$ cat src/rtl/time_disp_pkg.sv
// Shared constants and types for the stopwatch time display scanner.
// Segment patterns are active-high, ordered {g,f,e,d,c,b,a}.
package time_disp_pkg;

  localparam int NUM_DIGITS = 6;

  typedef logic [2:0] slot_t;
  typedef logic [3:0] bcd_t;

  localparam logic [6:0] SEG_0    = 7'h3F;
  localparam logic [6:0] SEG_1    = 7'h06;
  localparam logic [6:0] SEG_2    = 7'h5B;
  localparam logic [6:0] SEG_3    = 7'h4F;
  localparam logic [6:0] SEG_4    = 7'h66;
  localparam logic [6:0] SEG_5    = 7'h6D;
  localparam logic [6:0] SEG_6    = 7'h7D;
  localparam logic [6:0] SEG_7    = 7'h07;
  localparam logic [6:0] SEG_8    = 7'h7F;
  localparam logic [6:0] SEG_9    = 7'h6F;
  localparam logic [6:0] SEG_DASH = 7'h40;
  localparam logic [6:0] SEG_OFF  = 7'h00;

endpackage

$ cat src/rtl/bcd_to_seg7.sv
// Combinational BCD digit to active-high 7-segment pattern.
// Non-decimal nibbles (A-F) show a dash so corrupt bus data is visible.
module bcd_to_seg7
  import time_disp_pkg::*;
(
  input  logic [3:0] bcd,
  output logic [6:0] seg
);

  always_comb begin
    seg = SEG_DASH;
    case (bcd)
      4'd0:    seg = SEG_0;
      4'd1:    seg = SEG_1;
      4'd2:    seg = SEG_2;
      4'd3:    seg = SEG_3;
      4'd4:    seg = SEG_4;
      4'd5:    seg = SEG_5;
      4'd6:    seg = SEG_6;
      4'd7:    seg = SEG_7;
      4'd8:    seg = SEG_8;
      4'd9:    seg = SEG_9;
      default: seg = SEG_DASH;
    endcase
  end

endmodule

$ cat src/rtl/time_display_scan.sv
// 6-digit multiplexed 7-segment driver for the stopwatch time bus, frame-snapshotted.
// Define LEADING_ZERO_BLANK_EN to blank leading zero minute digits.
module time_display_scan
  import time_disp_pkg::*;
#(
  parameter int DIV_CNT    = 50000,
  parameter int BLINK_FRM  = 64,
  parameter bit ACTIVE_LOW = 1'b1
) (
  input  logic       clk_core,
  input  logic       rst,
  input  logic [7:0] min_i,
  input  logic [7:0] sec_i,
  input  logic [7:0] ms_10_i,
  input  logic       blink_i,
  output logic [6:0] seg_o,
  output logic       dp_o,
  output logic [5:0] an_o,
  output logic       frame_o
);

  localparam int DW = (DIV_CNT > 1) ? $clog2(DIV_CNT) : 1;
  localparam int BW = (BLINK_FRM > 1) ? $clog2(BLINK_FRM) : 1;

  logic          run;
  logic [DW-1:0] div;
  slot_t         slot;
  logic [BW-1:0] bcnt;
  logic          phase_on;
  logic          blink_q;
  logic [7:0]    snap_min, snap_sec, snap_ms;
  logic [6:0]    seg_q;
  logic [5:0]    an_q;
  logic          dp_q;
  logic          frame_q;

  logic          div_end, frame_end, frame_start;
  bcd_t          nib;
  logic [6:0]    seg_d;
  logic [5:0]    an_d;
  logic          dp_d;

  // run is low only for the first cycle after reset, which doubles as the first frame start
  assign div_end     = (div == DW'(DIV_CNT - 1));
  assign frame_end   = run && div_end && (slot == slot_t'(NUM_DIGITS - 1));
  assign frame_start = !run || frame_end;

  always_comb begin
    nib  = '0;
    an_d = '0;
    dp_d = 1'b0;
    case (slot)
      3'd0:    begin nib = snap_min[7:4]; an_d = 6'b100000; end
      3'd1:    begin nib = snap_min[3:0]; an_d = 6'b010000; dp_d = 1'b1; end
      3'd2:    begin nib = snap_sec[7:4]; an_d = 6'b001000; end
      3'd3:    begin nib = snap_sec[3:0]; an_d = 6'b000100; dp_d = 1'b1; end
      3'd4:    begin nib = snap_ms[7:4];  an_d = 6'b000010; end
      3'd5:    begin nib = snap_ms[3:0];  an_d = 6'b000001; end
      default: begin nib = '0;            an_d = '0; end
    endcase
    if (blink_q && !phase_on) an_d = '0;
`ifdef LEADING_ZERO_BLANK_EN
    if (slot == 3'd0 && snap_min[7:4] == 4'd0) an_d = '0;
    if (slot == 3'd1 && snap_min == 8'h00) begin
      an_d = '0;
      dp_d = 1'b0;
    end
`endif
  end

  bcd_to_seg7 u_dec (
    .bcd (nib),
    .seg (seg_d)
  );

  always_ff @(posedge clk_core) begin
    if (!rst) begin
      run      <= 1'b0;
      div      <= '0;
      slot     <= '0;
      bcnt     <= '0;
      phase_on <= 1'b1;
      blink_q  <= 1'b0;
      snap_min <= '0;
      snap_sec <= '0;
      snap_ms  <= '0;
      seg_q    <= SEG_OFF;
      an_q     <= '0;
      dp_q     <= 1'b0;
      frame_q  <= 1'b0;
    end else begin
      run     <= 1'b1;
      frame_q <= frame_start;
      if (frame_start) begin
        snap_min <= min_i;
        snap_sec <= sec_i;
        snap_ms  <= ms_10_i;
      end
      if (frame_start || div_end) blink_q <= blink_i;
      if (run) begin
        div <= div_end ? '0 : div + 1'b1;
        if (div_end) slot <= (slot == slot_t'(NUM_DIGITS - 1)) ? '0 : slot + 3'd1;
        // outputs trail the slot counter by one cycle so all three change together
        seg_q <= seg_d;
        an_q  <= an_d;
        dp_q  <= dp_d;
      end
      if (frame_end) begin
        if (bcnt == BW'(BLINK_FRM - 1)) begin
          bcnt     <= '0;
          phase_on <= ~phase_on;
        end else begin
          bcnt <= bcnt + 1'b1;
        end
      end
    end
  end

  assign seg_o   = seg_q ^ {7{ACTIVE_LOW}};
  assign an_o    = an_q ^ {6{ACTIVE_LOW}};
  assign dp_o    = dp_q ^ ACTIVE_LOW;
  assign frame_o = frame_q;

endmodule

$ cat config.mk
export PLATFORM = sky130hd
export DESIGN_NAME = time_display_scan
export DESIGN_NICKNAME = d
export VERILOG_FILES = /design/src/rtl/time_disp_pkg.sv /design/src/rtl/bcd_to_seg7.sv /design/src/rtl/time_display_scan.sv
export SDC_FILE = /design/constraint.sdc
export NUM_CORES = 1
export LEC_CHECK = 0
export CAP_MARGIN = 20
export CORE_AREA = 2 2 93 95
export CTS_BUF_LIST = sky130_fd_sc_hd__clkbuf_4 sky130_fd_sc_hd__clkbuf_8 sky130_fd_sc_hd__clkbuf_16
export CTS_CLUSTER_SIZE = 20
export DETAILED_ROUTE_END_ITERATION = 6
export DIE_AREA = 0 0 95 97
export SKIP_LAST_GASP = 1
export SYNTH_ARGS = -nofsm -noshare
export SYNTH_HDL_FRONTEND = slang
export SYNTH_HIERARCHICAL = 1
export SYNTH_SLANG_ARGS = --single-unit
$ cat constraint.sdc
create_clock -name clk_core -period 2.05 [get_ports clk_core]
set_input_delay 0.41 -clock clk_core [delete_from_list [all_inputs] [get_ports clk_core]]
set_output_delay 0.41 -clock clk_core [all_outputs]
set_load 0.02 [all_outputs]
# Word-level counts from Yosys, hierarchy flattened
# Memory sizes are Yosys's and may differ from the RTL's. A register that Yosys moved wholly into a read port is not among the register bits.
# Cells that the tools add are included.
# totals
memories	1
inputBits	27
output_inout_bits	15
mem_bits_rw	0
regBits	60
romBits	112
elab_cells	47
latch_bits	0
# memory_table
memory	depth	width	read_ports	rd_ports_with_merged_regs	write_ports	line_no	text
(no name shown)	16	7	1	1	0	bcd_to_seg7.sv:12	case (bcd)
# classes
n_shift	0
n_mul	0
n_eq_ne	7
n_reduce_logical	12
bitwise_logic	4
n_div	0
n_mux	8
n_lt_le_gt_ge	0
addsub	3
# op_table
operator	n
$pmux 6 s6	1
$pmux 4 s6	1
$add 16x1->16 const B	1
$eq 16x16->1 const B	1
$mux 16	1
$mux 6	2
$not 7->7	1
$add 6x1->6 const B	1
$eq 3x2->1 const B	2
$eq 3x3->1 const B	2
$eq 6x6->1 const B	1
$not 6->6	1
$reduce_and 2->1	2
$add 3x1->3 const B	1
$eq 3x1->1 const B	1
$logic_and 1x1->1	3
$logic_not 1->1	3
$logic_not 3->1	1
$mux 3	1
$logic_or 1x1->1	2
$mux 1	2
$not 1->1	2
$reduce_or 2->1	1

# Logic depth before layout (Yosys ltp)
# Gate-level depths: netlist of the first run.
# depth
ltp_word	5
ltp_mapped	11
ltp_nobuf	10

# Hierarchy
# Netlist of the first run, hierarchy kept.
# by_module_without_submodules
module	n_inst	cells_each	area_each_um2
time_display_scan	1	347	2965.3
bcd_to_seg7	1	29	225.2

# Worst setup path after synthesis of the first run
# OpenSTA, ideal clock, no wires.
# synth_timing
path_type	register to register
start	register slot[2]
end	register seg_q[5]
path_stages_with_launch	12
required_ns	1.922
path_slack_ns	-0.172
synth_period_minus_slack_ns	2.222
t_arrival_ns	2.094
cell_sequence	dfxtp_1 inv_1 nor3_1 clkbuf_1 a22oi_1 nand3_1 inv_1 ha_1 and2b_1 o31a_1 mux2i_1 nor2_1
# synth_via
elab_chain_cells	2
word_cells_on_any_way	7
cone_classes	eq/ne: 5; mux: 1; reduce/logical: 1
# synth_rtl
element	line_no	text
start, declared	time_display_scan.sv:27	slot_t slot;
start signal, assigned	time_display_scan.sv:102	if (div_end) slot <= (slot == slot_t'(NUM_DIGITS - 1)) ? '0 : slot + 3'd1;
$eq 3x3->1 (tied with other cells)	time_display_scan.sv:52	case (slot)
$pmux 4 s6 *	time_display_scan.sv:52	
net nib[1]	time_display_scan.sv:38	bcd_t nib;
end, declared	time_display_scan.sv:32	logic [6:0] seg_q;
# The timed path passes the listed nets; every way through them passes the cells marked *.
# A chain may end at the register's enable or synchronous reset.

# Final worst setup path of the first run
# layout_timing
start	register div[12]
end	register bcnt[3]
# layout_via
elab_chain_cells	3
# layout_rtl
element	line_no	text
start, declared	time_display_scan.sv:26	logic [DW-1:0] div;
start signal, assigned	time_display_scan.sv:101	div <= div_end ? '0 : div + 1'b1;
$eq 16x16->1	time_display_scan.sv:44	assign div_end = (div == DW'(DIV_CNT - 1));
$logic_and 1x1->1 (2 in series)	time_display_scan.sv:45	assign frame_end = run && div_end && (slot == slot_t'(NUM_DIGITS - 1));
end signal, assigned	time_display_scan.sv:113	bcnt <= bcnt + 1'b1;
end, declared	time_display_scan.sv:28	logic [BW-1:0] bcnt;
# No other way between the ends.

==> impl_metrics.py, run 1 <==
metrics = {
    "status": {
        "outcome": "finished, violations left",
        "violations": "negative setup slack",
    },
    "final_layout": {
        "drive_gt1_frac": 0.239,
        "nFillCells": 755,
        "final_nets": 491,
        "multi_input_area_mm2": 0.00185,
        "n_antenna_cell": 0,
        "layout_common_cells": "dfxtp_1 (61), nand2_1 (60), buf_4 (43), clkdlybuf4s50_1 (40), mux2i_1 (32)",
        "seqCellArea_mm2": 0.00135,
        "design_area_mm2": 0.00441,
        "final_common_cell": "dfxtp_1",
        "areaGrowthSynthToFinish_pct": 38.2,
    },
    "worst_setup_path": {
        "path_max_fanout": 7,
        "endpoint_kind": "flop",
        "required_ps": 2330,
        "worstPathArrival_ps": 2450,
        "crit_type": "flop to flop",
        "start_kind": "flop",
    },
    "global_route": {
        "met1_usage": 0.241,
        "grt_pass1_wl_um": 12800,
        "use_met3": 0.0436,
        "grt_max_degree": 51,
        "grt_overflow_total": 0,
        "grt_pass1_vias": 2702,
        "grt_util_all_layers": 0.175,
        "antenna_found_initial": 0,
        "grt_busiest_layer": "met2",
        "met2_usage": 0.266,
    },
    "synth": {
        "synth_edf_count": 0,
        "syn_area_mm2": 0.00319,
        "yosysWarningCount": 6,
        "yosysSeqAreaShare": 0.420,
        "netlist_instances": 376,
        "ys_seq_elements": 67,
        "syn-num-nets": 412,
        "synth.avg_cell_area_um2": 8.49,
        "synth-async-reset-ratio": 0,
        "ys_types": 46,
        "dominantRegCellSynth": "dfxtp_1",
    },
    "route": {
        "ant_nets": 0,
        "firstDrtPassIters": 5,
        "vias_per_cell": 5.05,
        "totalWireLength_um": 7760,
        "drtIter0Drc": 91,
        "post_drt_wl_per_cell_um": 13.7,
        "route.vias.total": 2855,
        "drcViolationCount": 0,
    },
    "timing": {
        "fmax_ghz": 0.460,
        "hold_viol": 0,
        "hold_ws_ps": 309,
        "worst_slack_ps": -122,
        "setup_violations": 10,
        "fin_skew_ps": 10.3,
        "finalMaxSlewViolations": 0,
        "post-route-period-util": 1.06,
        "fin_setup_tns_ps": -588,
        "rsz0062_at_grt": "yes",
        "tightest_slew_ps": 606,
        "max_slew_margin": 0.595,
        "post-route-min-period_ps": 2170,
    },
    "power_and_ir_drop": {
        "ir_worst_vdd_mv": 0.308,
        "power_density_mw_per_mm2": 654,
        "p_leak_nw": 1.77,
    },
    "placed_design": {
        "dp_hpwl_um": 5120,
        "dpl-instance-area_mm2": 0.00397,
        "dpl_worst_slack_ps": -99.3,
        "io_buffers": 41,
        "place_congestion": 0.759,
    },
    "cts": {
        "hold_buffers": 0,
        "cts-root-buf": "clkbuf_8",
        "clk_latency_ps": 340,
        "cts_max_level": 3,
        "cts_made_buffers": 9,
        "cts.path.max_buffers": 2,
        "tritoncts": "built",
        "clock_sinks": 67,
        "clk_pin_slew_ps": 70,
    },
    "floorplanning": {
        "io_pins": 42,
        "dieArea_mm2": 0.00922,
        "start_util": 0.392,
        "rows": 33,
        "die_w_um": 95,
        "core-area_mm2": 0.00813,
        "die_h_um": 97,
    },
    "worst_hold_path": {
        "hp-class": "input pin to flop",
    },
    "run": {
        "maxCapViolCount": 0,
    },
}
worst max-delay path, cell delays in order (launching register included):
cell     delay [ps]
dfxtp_2         320
or4b_4          540
or4_4           560
buf_6           150
or4_4           410
a21oi_2         130
per-layer routing:
metal  vias to the layer above  part of all wire
met4                         0             0.025
li1                       1453                 -
met5                         -                 0
met3                        18             0.041
met2                        65              0.46
met1                      1319              0.48
per-stage QoR:
step | std cells | utilization | total power [W]
floorplan | 376 | - | 0.00161
detailed placement | 543 | 0.488 | 0.00173
global route | 565 | 0.542 | 0.00300
finish | 565 | 0.542 | 0.00289
CTS | 562 | 0.521 | 0.00289
global placement | 543 | 0.488 | 0.00173
Yosys cell counts, drive strengths merged (3+ instances only):
cell | number | area (um2)
dfxtp | 67 | 1340
nand2 | 61 | 229
mux2i | 32 | 320
nor2 | 30 | 113
inv | 26 | 97.6
a22oi | 13 | 97.6
clkbuf | 13 | 50.0
nand3 | 13 | 65.1
a21oi | 11 | 55.1
xnor2 | 10 | 87.6
ha | 9 | 113
nor3 | 9 | 45.0
o21ai | 9 | 45.0
buf | 8 | 50.1
nor4 | 6 | 37.5
or4 | 6 | 45.0
a2bb2oi | 5 | 43.8
nand4 | 5 | 31.3
or3 | 4 | 25.0
xor2 | 4 | 35.0
and2 | 3 | 18.8
nand2b | 3 | 18.8
o22ai | 3 | 18.8
o31ai | 3 | 22.5
state kept, by name, summed over array words and instances (netlist names):
signal	cells
snap_sec	8
blink_q	1
slot	3
bcnt	6
frame_o	1
snap_ms	8
seg_q	7
div	16
run	1
snap_min	8
dp_q	1
phase_on	1
an_q	6
area by class of cell:
type                       count  share of cell area
multi-input combinational    263               0.420
sequential                    67               0.306
timing repair buffer          88               0.174
clock buffer                  12              0.0375
tap                          105              0.0298
inverter                      26              0.0221
clock inverter                 4              0.0108
power breakdown:
part           internal, W  switching, W
logic             0.000171      0.000158
clock network     0.000657      0.000505
registers          0.00136     0.0000377
total              0.00218      0.000701
worst paths after layout:
kind,start,to,slack [ps],cells past startpoint
hold reg to reg,snap_ms[6],snap_ms[6],460,2
setup / recovery,div[12],bcnt[3],-120,5
setup reg to reg,div[12],bcnt[3],-120,5
hold / removal,rst,run,310,1
kinds of logic after synthesis:
logic type      synth area share
compound gates             0.110
xor+xnor                  0.0384
fa+ha+maj                 0.0353
buf+inv                   0.0620
flops                      0.420
mux                        0.105
simple gates               0.229
repair_timing:
action / CTS / global route
gates cloned: 2 / 0
setup endpoints to repair: 22 / 40
endpoints found under the hold margin: 0 / 0
resized for setup: 11 / 32
setup buffers: 1 / 3
pin swaps: 3 / 9
Power figures use the tool's default switching activity.
==> run 2: changes to the inputs <==
Settings changed: MAX_ROUTING_LAYER set to met4.
==> run 2 against run 1 <==
  * The flow still finishes with violations (negative setup slack)
  * Utilization shrank 0.17 points
  * Sequential share of layout area rose by 0.096 points
  * Non-clock buffer count did not move
  * Die area unchanged
  * Fmax is essentially flat
  * Flip-flop and latch count is the same
  * Clock-buffer cell count unchanged
  * Final area shrank 0.31%
  * Global-route usage rose by 0.47 points
  * Sequential power barely moved
  * Hold slack gained 1.9 ps
  * Largest cell class unchanged
  * Highest routed layer unchanged
==> impl_metrics.py, run 2 (same netlist as run 1, synthesis figures left out) <==
metrics = {
    "global_route": {
        "grt_busiest_layer": "met2",
        "grt_pass1_vias": 2704,
        "grt_util_all_layers": 0.180,
        "met2_usage": 0.267,
        "grt_pass1_wl_um": 12800,
        "met1_usage": 0.241,
        "antenna_found_initial": 0,
        "use_met3": 0.0304,
        "grt_max_degree": 51,
        "grt_overflow_total": 0,
    },
    "floorplanning": {
        "start_util": 0.392,
        "die_h_um": 97,
        "die_w_um": 95,
        "core-area_mm2": 0.00813,
        "rows": 33,
        "dieArea_mm2": 0.00922,
        "io_pins": 42,
    },
    "timing": {
        "fmax_ghz": 0.461,
        "hold_viol": 0,
        "worst_slack_ps": -121,
        "post-route-min-period_ps": 2170,
        "setup_violations": 13,
        "finalMaxSlewViolations": 0,
        "max_slew_margin": 0.595,
        "fin_skew_ps": 9.60,
        "post-route-period-util": 1.06,
        "rsz0062_at_grt": "yes",
        "tightest_slew_ps": 606,
        "hold_ws_ps": 311,
    },
    "final_layout": {
        "final_nets": 491,
        "finalCoreUtilization": 0.540,
        "n_antenna_cell": 0,
        "final_common_cell": "dfxtp_1",
        "areaGrowthSynthToFinish_pct": 37.7,
        "layout_common_cells": "dfxtp_1 (61), nand2_1 (60), buf_4 (43), clkdlybuf4s50_1 (40), mux2i_1 (32)",
        "top_register": "div",
        "largest_reg_flops": 16,
        "drive_gt1_frac": 0.237,
    },
    "worst_setup_path": {
        "start_kind": "flop",
        "required_ps": 2330,
        "crit_type": "flop to flop",
        "endpoint_kind": "flop",
        "worstPathArrival_ps": 2450,
        "path_max_fanout": 7,
    },
    "cts": {
        "cts-root-buf": "clkbuf_8",
        "clock_sinks": 67,
        "hold_buffers": 0,
        "cts.path.max_buffers": 2,
        "cts_made_buffers": 9,
        "tritoncts": "built",
        "cts_max_level": 3,
        "clk_pin_slew_ps": 70,
        "clk_latency_ps": 340,
    },
    "power_and_ir_drop": {
        "internal-power_w": 0.00218,
        "p_sw_w": 0.000698,
        "ir_worst_vdd_mv": 0.308,
        "p_clk_frac": 0.403,
        "seq_power_share": 0.484,
        "p_sw_frac": 0.242,
        "power_frac_comb": 0.113,
        "p_leak_nw": 1.77,
        "power_density_mw_per_mm2": 655,
    },
    "route": {
        "drtIter0Drc": 111,
        "totalWireLength_um": 7790,
        "route.vias.total": 2869,
        "post_drt_wl_per_cell_um": 13.8,
        "vias_per_cell": 5.08,
        "drcViolationCount": 0,
        "ant_nets": 0,
        "firstDrtPassIters": 4,
    },
    "worst_hold_path": {
        "hp-class": "input pin to flop",
    },
    "placed_design": {
        "dpl_worst_slack_ps": -99.3,
        "io_buffers": 41,
        "place_congestion": 0.769,
        "dp_hpwl_um": 5120,
    },
    "status": {
        "violations": "negative setup slack",
        "outcome": "finished, violations left",
    },
    "run": {
        "maxCapViolCount": 0,
    },
}
run 2: changes by cell type in the layout (fill, tap and decap cells not counted):
cell / previous run / this run
nand3_4: 1 / 0
o22ai_1: 1 / 2
nand3_2: 3 / 4
o22ai_2: 2 / 1
run 2: power by group through the flow:
| stage | clock network [W] | registers (W) | logic [W] |
|---|---|---|---|
| 5_1_grt | 0.00124 | 0.00140 | 0.000358 |
| 3_3_place_gp | 0 | 0.00142 | 0.000311 |
| 3_5_place_dp | 0 | 0.00142 | 0.000315 |
| 6_report | 0.00116 | 0.00139 | 0.000325 |
| 4_1_cts | 0.00119 | 0.00139 | 0.000318 |
| 2_1_floorplan | 0 | 0.00141 | 0.000196 |
run 2: final cells by class:
| type | instances | area (um2) |
|---|---|---|
| clock buffers | 12 | 165 |
| inverters | 26 | 97.6 |
| flip-flops and latches | 67 | 1350 |
| clock inverters | 4 | 47.5 |
| repair buffers | 88 | 767 |
| fillers | 756 | 3740 |
| well taps | 105 | 131 |
| multi-input cells | 263 | 1840 |
run 2: timing repair:
item                       4_1_cts  5_1_grt
setup endpoints to repair       22       40
gates resized for setup         11       30
buffers inserted                 1        3
pin swaps                        3       10
gates cloned                     2        0
run 2: final timing paths:
path | cells past startpoint | start | endpoint | slack [ps]
max | 5 | div[12] | bcnt[3] | -120
min | 1 | rst | run | 310
max reg2reg | 5 | div[12] | bcnt[3] | -120
min reg2reg | 2 | snap_ms[6] | snap_ms[6] | 460
run 2: worst max-delay path, cell delays in order (launching register included):
cell and delay, ps:
dfxtp_2 320, or4b_4 540, or4_4 560, buf_6 150, or4_4 410, a21oi_2 130
run 2: through the flow:
step	cell area, um2	total power [W]	std cells	setup TNS, ps
2_1_floorplan	3220	0.00161	376	-104
5_1_grt	4390	0.00300	565	-2070
3_5_place_dp	3970	0.00173	543	-742
6_report	4390	0.00288	565	-623
4_1_cts	4240	0.00289	562	-474
3_3_place_gp	3970	0.00173	543	-789
run 2: routing by layer:
layer | vias to the layer above | routed length (um)
li1 | 1454 | -
met1 | 1341 | 3760
met2 | 58 | 3580
met3 | 16 | 239
met4 | 0 | 208
met5 | - | 0
